### config.mk
export PLATFORM = sky130hd
export DESIGN_NAME = keypad_entry_flat
export DESIGN_NICKNAME = d
export VERILOG_FILES = /design/src/rtl/vending_pkg.sv /design/src/rtl/keypad_entry_if.sv /design/src/rtl/key_debounce.sv /design/src/rtl/keypad_entry.sv /design/src/flat_wrapper.sv
export SDC_FILE = /design/constraint.sdc
export NUM_CORES = 1
export LEC_CHECK = 0
export CAP_MARGIN = 40
export CORE_MARGIN = 2
export CORE_UTILIZATION = 45
export CTS_BUF_LIST = sky130_fd_sc_hd__clkbuf_8
export DETAILED_ROUTE_END_ITERATION = 12
export GPL_ROUTABILITY_DRIVEN = 0
export GPL_TIMING_DRIVEN = 0
export PLACE_DENSITY = 0.7
export SYNTH_ARGS = -nofsm -noshare
export SYNTH_HDL_FRONTEND = slang
export SYNTH_SLANG_ARGS = --single-unit
### constraint.sdc
create_clock -name clk -period 4.05 [get_ports clk]
set_input_delay 0.405 -clock clk [delete_from_list [all_inputs] [get_ports clk]]
set_output_delay 0.405 -clock clk [all_outputs]
set_load 0.03 [all_outputs]
### src/rtl/vending_pkg.sv
// Shared types and key codes for the keypad entry path of the vending controller.
package vending_pkg;

    typedef enum logic [1:0] {
        EMPTY = 2'd0,
        ONE   = 2'd1,
        TWO   = 2'd2,
        HOLD  = 2'd3
    } entry_state_t;

    typedef logic [3:0] bcd_t;

    localparam bcd_t KEY_ENTER = 4'hA;
    localparam bcd_t KEY_CLEAR = 4'hB;
    localparam bcd_t KEY_BACK  = 4'hC;

    function automatic logic is_digit(bcd_t k);
        return k <= 4'd9;
    endfunction

endpackage

### src/rtl/keypad_entry_if.sv
// Product-code handshake between keypad entry (master) and the vending controller (slave).
interface keypad_entry_if;
    logic [7:0] code;
    logic       code_valid;
    logic       code_ack;

    modport master (output code, output code_valid, input code_ack);
    modport slave  (input code, input code_valid, output code_ack);
endinterface

### src/rtl/key_debounce.sv
// Debounces {key_down,key_value} and emits one key_event per accepted press.
import vending_pkg::*;

module key_debounce #(
    parameter int unsigned DEBOUNCE_CYCLES = 16
) (
    input  logic clk,
    input  logic reset,
    input  logic key_down,
    input  bcd_t key_value,
    output logic key_event,
    output bcd_t key_code
);

    localparam int unsigned CW = $clog2(DEBOUNCE_CYCLES);
    localparam logic [CW-1:0] CNT_SAT = CW'(DEBOUNCE_CYCLES - 1);
    localparam logic [CW-1:0] CNT_ACC = CW'(DEBOUNCE_CYCLES - 2);

    logic [4:0]    samp_in;
    logic [4:0]    samp_q;
    logic [CW-1:0] cnt;
    logic          acc_down;

    assign samp_in = {key_down, key_value};

    // cnt counts repeats of samp_q; the sample that loads samp_q is the first of the run
    always_ff @(posedge clk or negedge reset) begin
        if (!reset) begin
            samp_q    <= '0;
            cnt       <= '0;
            acc_down  <= 1'b0;
            key_event <= 1'b0;
            key_code  <= '0;
        end else begin
            samp_q    <= samp_in;
            key_event <= 1'b0;
            if (samp_in != samp_q) begin
                cnt <= '0;
            end else begin
                if (cnt != CNT_SAT)
                    cnt <= cnt + 1'b1;
                if (cnt >= CNT_ACC) begin
                    acc_down <= samp_in[4];
                    if (samp_in[4] && !acc_down) begin
                        key_event <= 1'b1;
                        key_code  <= samp_in[3:0];
                    end
                end
            end
        end
    end

endmodule

### src/rtl/keypad_entry.sv
// Two-digit BCD product-code entry with enter/clear/backspace and valid/ack handoff.
// Optional partial-entry expiry is built when ENTRY_TIMEOUT_EN is defined.
//
// state | meaning
// EMPTY | no digits entered
// ONE   | one digit entered (units)
// TWO   | two digits entered (tens, units)
// HOLD  | code presented, waiting for code_ack or clear
import vending_pkg::*;

module keypad_entry #(
    parameter int unsigned DEBOUNCE_CYCLES = 16,
    parameter int unsigned TIMEOUT_CYCLES  = 50_000_000
) (
    input  logic                  clk,
    input  logic                  reset,
    input  logic                  key_down,
    input  bcd_t                  key_value,
    keypad_entry_if.master        code_if,
    output logic                  key_event,
    output logic [1:0]            digit_cnt,
    output logic [7:0]            entry_digits,
    output logic                  timeout
);

    if (DEBOUNCE_CYCLES < 2 || TIMEOUT_CYCLES < 2) begin : g_param_check
        $error("keypad_entry: DEBOUNCE_CYCLES and TIMEOUT_CYCLES must be >= 2");
    end

    entry_state_t state;
    bcd_t         key_code;
    logic [7:0]   code_q;
    logic         code_valid_q;

    key_debounce #(.DEBOUNCE_CYCLES(DEBOUNCE_CYCLES)) u_debounce (
        .clk       (clk),
        .reset     (reset),
        .key_down  (key_down),
        .key_value (key_value),
        .key_event (key_event),
        .key_code  (key_code)
    );

    assign code_if.code       = code_q;
    assign code_if.code_valid = code_valid_q;

`ifdef ENTRY_TIMEOUT_EN
    localparam int unsigned TW = $clog2(TIMEOUT_CYCLES);
    localparam logic [TW-1:0] TO_MAX = TW'(TIMEOUT_CYCLES - 1);
    logic [TW-1:0] idle_cnt;
`else
    assign timeout = 1'b0;
`endif

    always_ff @(posedge clk or negedge reset) begin
        if (!reset) begin
            state        <= EMPTY;
            entry_digits <= '0;
            code_q       <= '0;
            code_valid_q <= 1'b0;
            digit_cnt    <= '0;
`ifdef ENTRY_TIMEOUT_EN
            idle_cnt     <= '0;
            timeout      <= 1'b0;
`endif
        end else begin
            case (state)
                EMPTY: begin
                    if (key_event && is_digit(key_code)) begin
                        state        <= ONE;
                        entry_digits <= {4'd0, key_code};
                        digit_cnt    <= 2'd1;
                    end
                end
                ONE: begin
                    if (key_event) begin
                        if (is_digit(key_code)) begin
                            state        <= TWO;
                            entry_digits <= {entry_digits[3:0], key_code};
                            digit_cnt    <= 2'd2;
                        end else if (key_code == KEY_ENTER) begin
                            state        <= HOLD;
                            code_q       <= {4'd0, entry_digits[3:0]};
                            code_valid_q <= 1'b1;
                        end else if (key_code == KEY_CLEAR || key_code == KEY_BACK) begin
                            state        <= EMPTY;
                            entry_digits <= '0;
                            digit_cnt    <= 2'd0;
                        end
                    end
                end
                TWO: begin
                    if (key_event) begin
                        if (key_code == KEY_ENTER) begin
                            state        <= HOLD;
                            code_q       <= entry_digits;
                            code_valid_q <= 1'b1;
                        end else if (key_code == KEY_BACK) begin
                            state        <= ONE;
                            entry_digits <= {4'd0, entry_digits[7:4]};
                            digit_cnt    <= 2'd1;
                        end else if (key_code == KEY_CLEAR) begin
                            state        <= EMPTY;
                            entry_digits <= '0;
                            digit_cnt    <= 2'd0;
                        end
                    end
                end
                HOLD: begin
                    // code_q keeps its last value after the handoff
                    if (code_if.code_ack || (key_event && key_code == KEY_CLEAR)) begin
                        state        <= EMPTY;
                        entry_digits <= '0;
                        code_valid_q <= 1'b0;
                        digit_cnt    <= 2'd0;
                    end
                end
                default: state <= EMPTY;
            endcase

`ifdef ENTRY_TIMEOUT_EN
            // Every exit from ONE/TWO is key-driven, so key_event also covers state-change clears
            timeout <= 1'b0;
            if (state == ONE || state == TWO) begin
                if (key_event) begin
                    idle_cnt <= '0;
                end else if (idle_cnt == TO_MAX) begin
                    state        <= EMPTY;
                    entry_digits <= '0;
                    digit_cnt    <= 2'd0;
                    timeout      <= 1'b1;
                    idle_cnt     <= '0;
                end else begin
                    idle_cnt <= idle_cnt + 1'b1;
                end
            end else begin
                idle_cnt <= '0;
            end
`endif
        end
    end

endmodule

### src/flat_wrapper.sv
// flat-port wrapper written by rule: the top's interface ports become plain ports
module keypad_entry_flat 
#(
    parameter int unsigned DEBOUNCE_CYCLES = 16,
    parameter int unsigned TIMEOUT_CYCLES  = 50_000_000
)
  (clk, reset, key_down, key_value, key_event, digit_cnt, entry_digits, timeout, code_if_code, code_if_code_valid, code_if_code_ack);
  keypad_entry_if code_if_i ();
  input  logic clk;
  input  logic reset;
  input  logic key_down;
  input  bcd_t key_value;
  output logic key_event;
  output logic [1:0] digit_cnt;
  output logic [7:0] entry_digits;
  output logic timeout;
  output wire logic [$bits(code_if_i.code)-1:0] code_if_code;
  output wire logic [$bits(code_if_i.code_valid)-1:0] code_if_code_valid;
  input wire logic [$bits(code_if_i.code_ack)-1:0] code_if_code_ack;
  assign code_if_code = code_if_i.code;
  assign code_if_code_valid = code_if_i.code_valid;
  assign code_if_i.code_ack = code_if_code_ack;
  keypad_entry #(.DEBOUNCE_CYCLES(DEBOUNCE_CYCLES), .TIMEOUT_CYCLES(TIMEOUT_CYCLES)) u_core (.clk(clk), .reset(reset), .key_down(key_down), .key_value(key_value), .code_if(code_if_i), .key_event(key_event), .digit_cnt(digit_cnt), .entry_digits(entry_digits), .timeout(timeout));
endmodule
==> flow_summary.yaml <==
timing:
  tightest_slew_ns: 0.7909
  fin_crit_ns: 2.214
  skew_ns: 0.006456
  finalSetupTns_ns: 0
  slew_violations: 0
  finalCritPeriodShare_pct: 54.67
  hold_violations: 0
  hold_slack_ns: 0.1863
  setup_violations: 0
  rsz0062_at_grt: "no"
  setup_ws_ns: 1.836
  relSlewSlack_pct: 47.28
  fmaxAchievable_ghz: 0.4517
placed_design:
  portBuffers: 27
  dp_hpwl_mm: 2.534
  place_ws_ns: 1.512
outcome:
  status: "finished, final reports clean"
route:
  wl_per_cell_um: 14.48
  drt_wl_total_mm: 3.532
  dr_total_vias: 1379
  drt-initial-drc-count: 68
  final_antenna_net_count: 0
  firstDrtPassIters: 4
  viasPerCell: 5.652
  drc_errors: 0
yosys:
  synth-edff-count: 0
  syn_area_sq_um: 1758
  syn_avg_cell_area_sq_um: 10.92
  yosys.area_share.simple_pct: 15.30
  synthAdderAreaFrac_pct: 1.423
  ys_types: 44
  syn_nets: 171
  yosysSeqAreaShare_pct: 51.25
  synth_ff_type: "dfrtp_1"
  syn_inst: 161
  ys_seq_elements: 36
  yosys-mux-area-fraction_pct: 9.822
  synth-async-reset-ratio_pct: 100.0
  synth-xor-area-share_pct: 2.989
  synth_compound_area_share_pct: 14.38
  ys_warn_count: 0
  synth_top_family_by_area: "simple AND/OR/NAND/NOR gates"
floorplanning:
  start_util_pct: 47.31
  die_w_um: 66.50
  ioPinCount: 29
  core-area_sq_um: 3716
  fp-row-count: 22
  fp.dieH_um: 66.50
  die_area_sq_um: 4422
grt:
  antenna_found_initial: 0
  grt_pass1_vias: 1367
  grtUsageTotal_pct: 19.10
  grt_max_degree: 37
  grt_pass1_wl_mm: 6.154
  grt_remaining_overflow: 0
worst_hold_path:
  min_path_type: "in -> async"
clock_tree:
  clk_latency_ns: 0.30
  post_cts_resized: 0
  cts_hold_buf: 0
  clock_path_buffers: 2
  post-cts-setup-buffers: 0
  clockRootBuffer: "clkbuf_8"
  tritoncts: "built"
  htree_levels: 2
  clkSinkCount: 36
  clk_pin_slew_ns: 0.07
  cts_buffers: 5
finish:
  post-route-util_pct: 58.42
  diodes: 0
  final_nets: 205
  fill_cells: 337
  area_growth_pct: 23.49
  final_layout_size_suffix_gt1_share_pct: 17.35
setup_path:
  rr_worst_depth: 6
  cp_max_fo: 6
  required_ns: 4.23
  critPathCaptureType: "flop"
  cp.arrival_ns: 2.39
  startpoint_type: "input port"
  critPathKind: "in -> reg"
run:
  drv_cap: 0
pwr:
  peakVddDrop_v: 0.0002062
  p_leak_nw: 0.9993
  powerDensity_nw_per_um2: 387.6
synthesized netlist by cell type (3+ instances only):
master / number / share of area, %
mux2_4: 4 / 3.4
xor2_1: 3 / 1.5
nor3_1: 4 / 1.1
dfrtp_1: 36 / 51
inv_1: 8 / 1.7
a21oi_1: 5 / 1.4
nand2_1: 10 / 2.1
buf_2: 5 / 1.4
nor2_1: 13 / 2.8
nor3b_1: 3 / 1.3
xnor2_1: 3 / 1.5
o21ai_0: 9 / 2.6
mux2_2: 9 / 5.8
a22o_1: 5 / 2.5
nand3_1: 8 / 2.3
cells in the final DEF, fill, tap and decap left out, types with 3 or more instances in the layout:
cell type | netlist | routed
nor3b_1 | 3 | 3
o21ai_0 | 9 | 9
dfrtp_1 | 36 | 36
nand2_1 | 10 | 10
nor3_1 | 4 | 4
clkbuf_8 | 0 | 5
a22o_1 | 5 | 5
inv_1 | 8 | 8
xor2_1 | 3 | 3
a21oi_1 | 5 | 5
nand3_1 | 8 | 8
mux2_4 | 4 | 4
mux2_2 | 9 | 9
buf_2 | 5 | 6
nor2_1 | 13 | 13
xnor2_1 | 3 | 3
clkdlybuf4s50_1 | 0 | 26
cell type report:
class                      instances  area, sq um  share of cell area, %
tap                               48        60.06                  2.767
inverter                           8        30.03                  1.383
timing repair buffer              27        265.3                  12.22
clock inverter                     3        18.77                 0.8646
multi-input combinational        108        775.7                  35.73
clock buffer                       5        68.82                  3.170
buffer                             9        51.30                  2.363
sequential                        36        900.9                  41.50
final timing paths:
path                                                    start                             to  slack (ns)
worst max-delay path                             key_value[2]  u_core.u_debounce.key_code[3]        1.84
worst min-delay path                                    reset         u_core.code_if.code[3]        0.19
worst max register to register  u_core.u_debounce.key_code[1]         u_core.entry_digits[1]        1.96
worst min register to register            u_core.digit_cnt[1]            u_core.digit_cnt[1]        0.48
max in group asynchronous                               reset    u_core.u_debounce.samp_q[3]        3.35
min in group clk                          u_core.digit_cnt[1]            u_core.digit_cnt[1]        0.48
where the power goes:
part	total [mW]	leakage (nW)	internal (mW)	switching, mW
logic	0.197	0.465	0.0720	0.125
registers	0.394	0.486	0.380	0.0137
clock network	0.250	0.0479	0.120	0.131
flip-flops by register name, indices dropped and copies added, names as in the netlist:
signal,cells
u_core.code_if.code_valid,1
u_core.entry_digits,8
u_core.u_debounce.key_event,1
u_core.state,2
u_core.u_debounce.cnt,4
u_core.digit_cnt,2
u_core.u_debounce.acc_down,1
u_core.u_debounce.samp_q,5
u_core.code_if.code,8
u_core.u_debounce.key_code,4
per-layer routing:
metal  up-vias  global-route usage, %  share of wire (%)
met2        46                  30.63                 49
li1        645                      -                  -
met1       679                  22.02                 42
met5         -                      0                  0
met3         9                  8.108                6.3
met4         0                  8.929                2.6
logic make-up (layout without fill, tap and decap cells):
kind of cell | Yosys count | in the layout
AO/OA/AOI/OAI | 36 | 36
other | 1 | 1
multiplexers | 14 | 14
XOR/XNOR | 6 | 6
buffers and inverters | 17 | 52
AND/OR/NAND/NOR | 49 | 49
flip-flops | 36 | 36
adder cells (fa/ha/maj) | 2 | 2
worst max-delay path: stages:
cell and delay (ns):
clkdlybuf4s50_1 0.45, xor2_1 0.17, nor3_2 0.20, nand3_2 0.15, or4b_4 0.55, buf_6 0.15
mux2_4 0.30
per-stage QoR:
step	instance area [sq um]	std cells	power, mW
6_report	2171	244	0.8415
4_1_cts	2171	244	0.8532
5_1_grt	2171	244	0.8972
2_1_floorplan	1758	161	0.5291
3_5_place_dp	2083	236	0.5972
3_3_place_gp	2088	236	0.5889
Power figures use the tool's default switching activity.
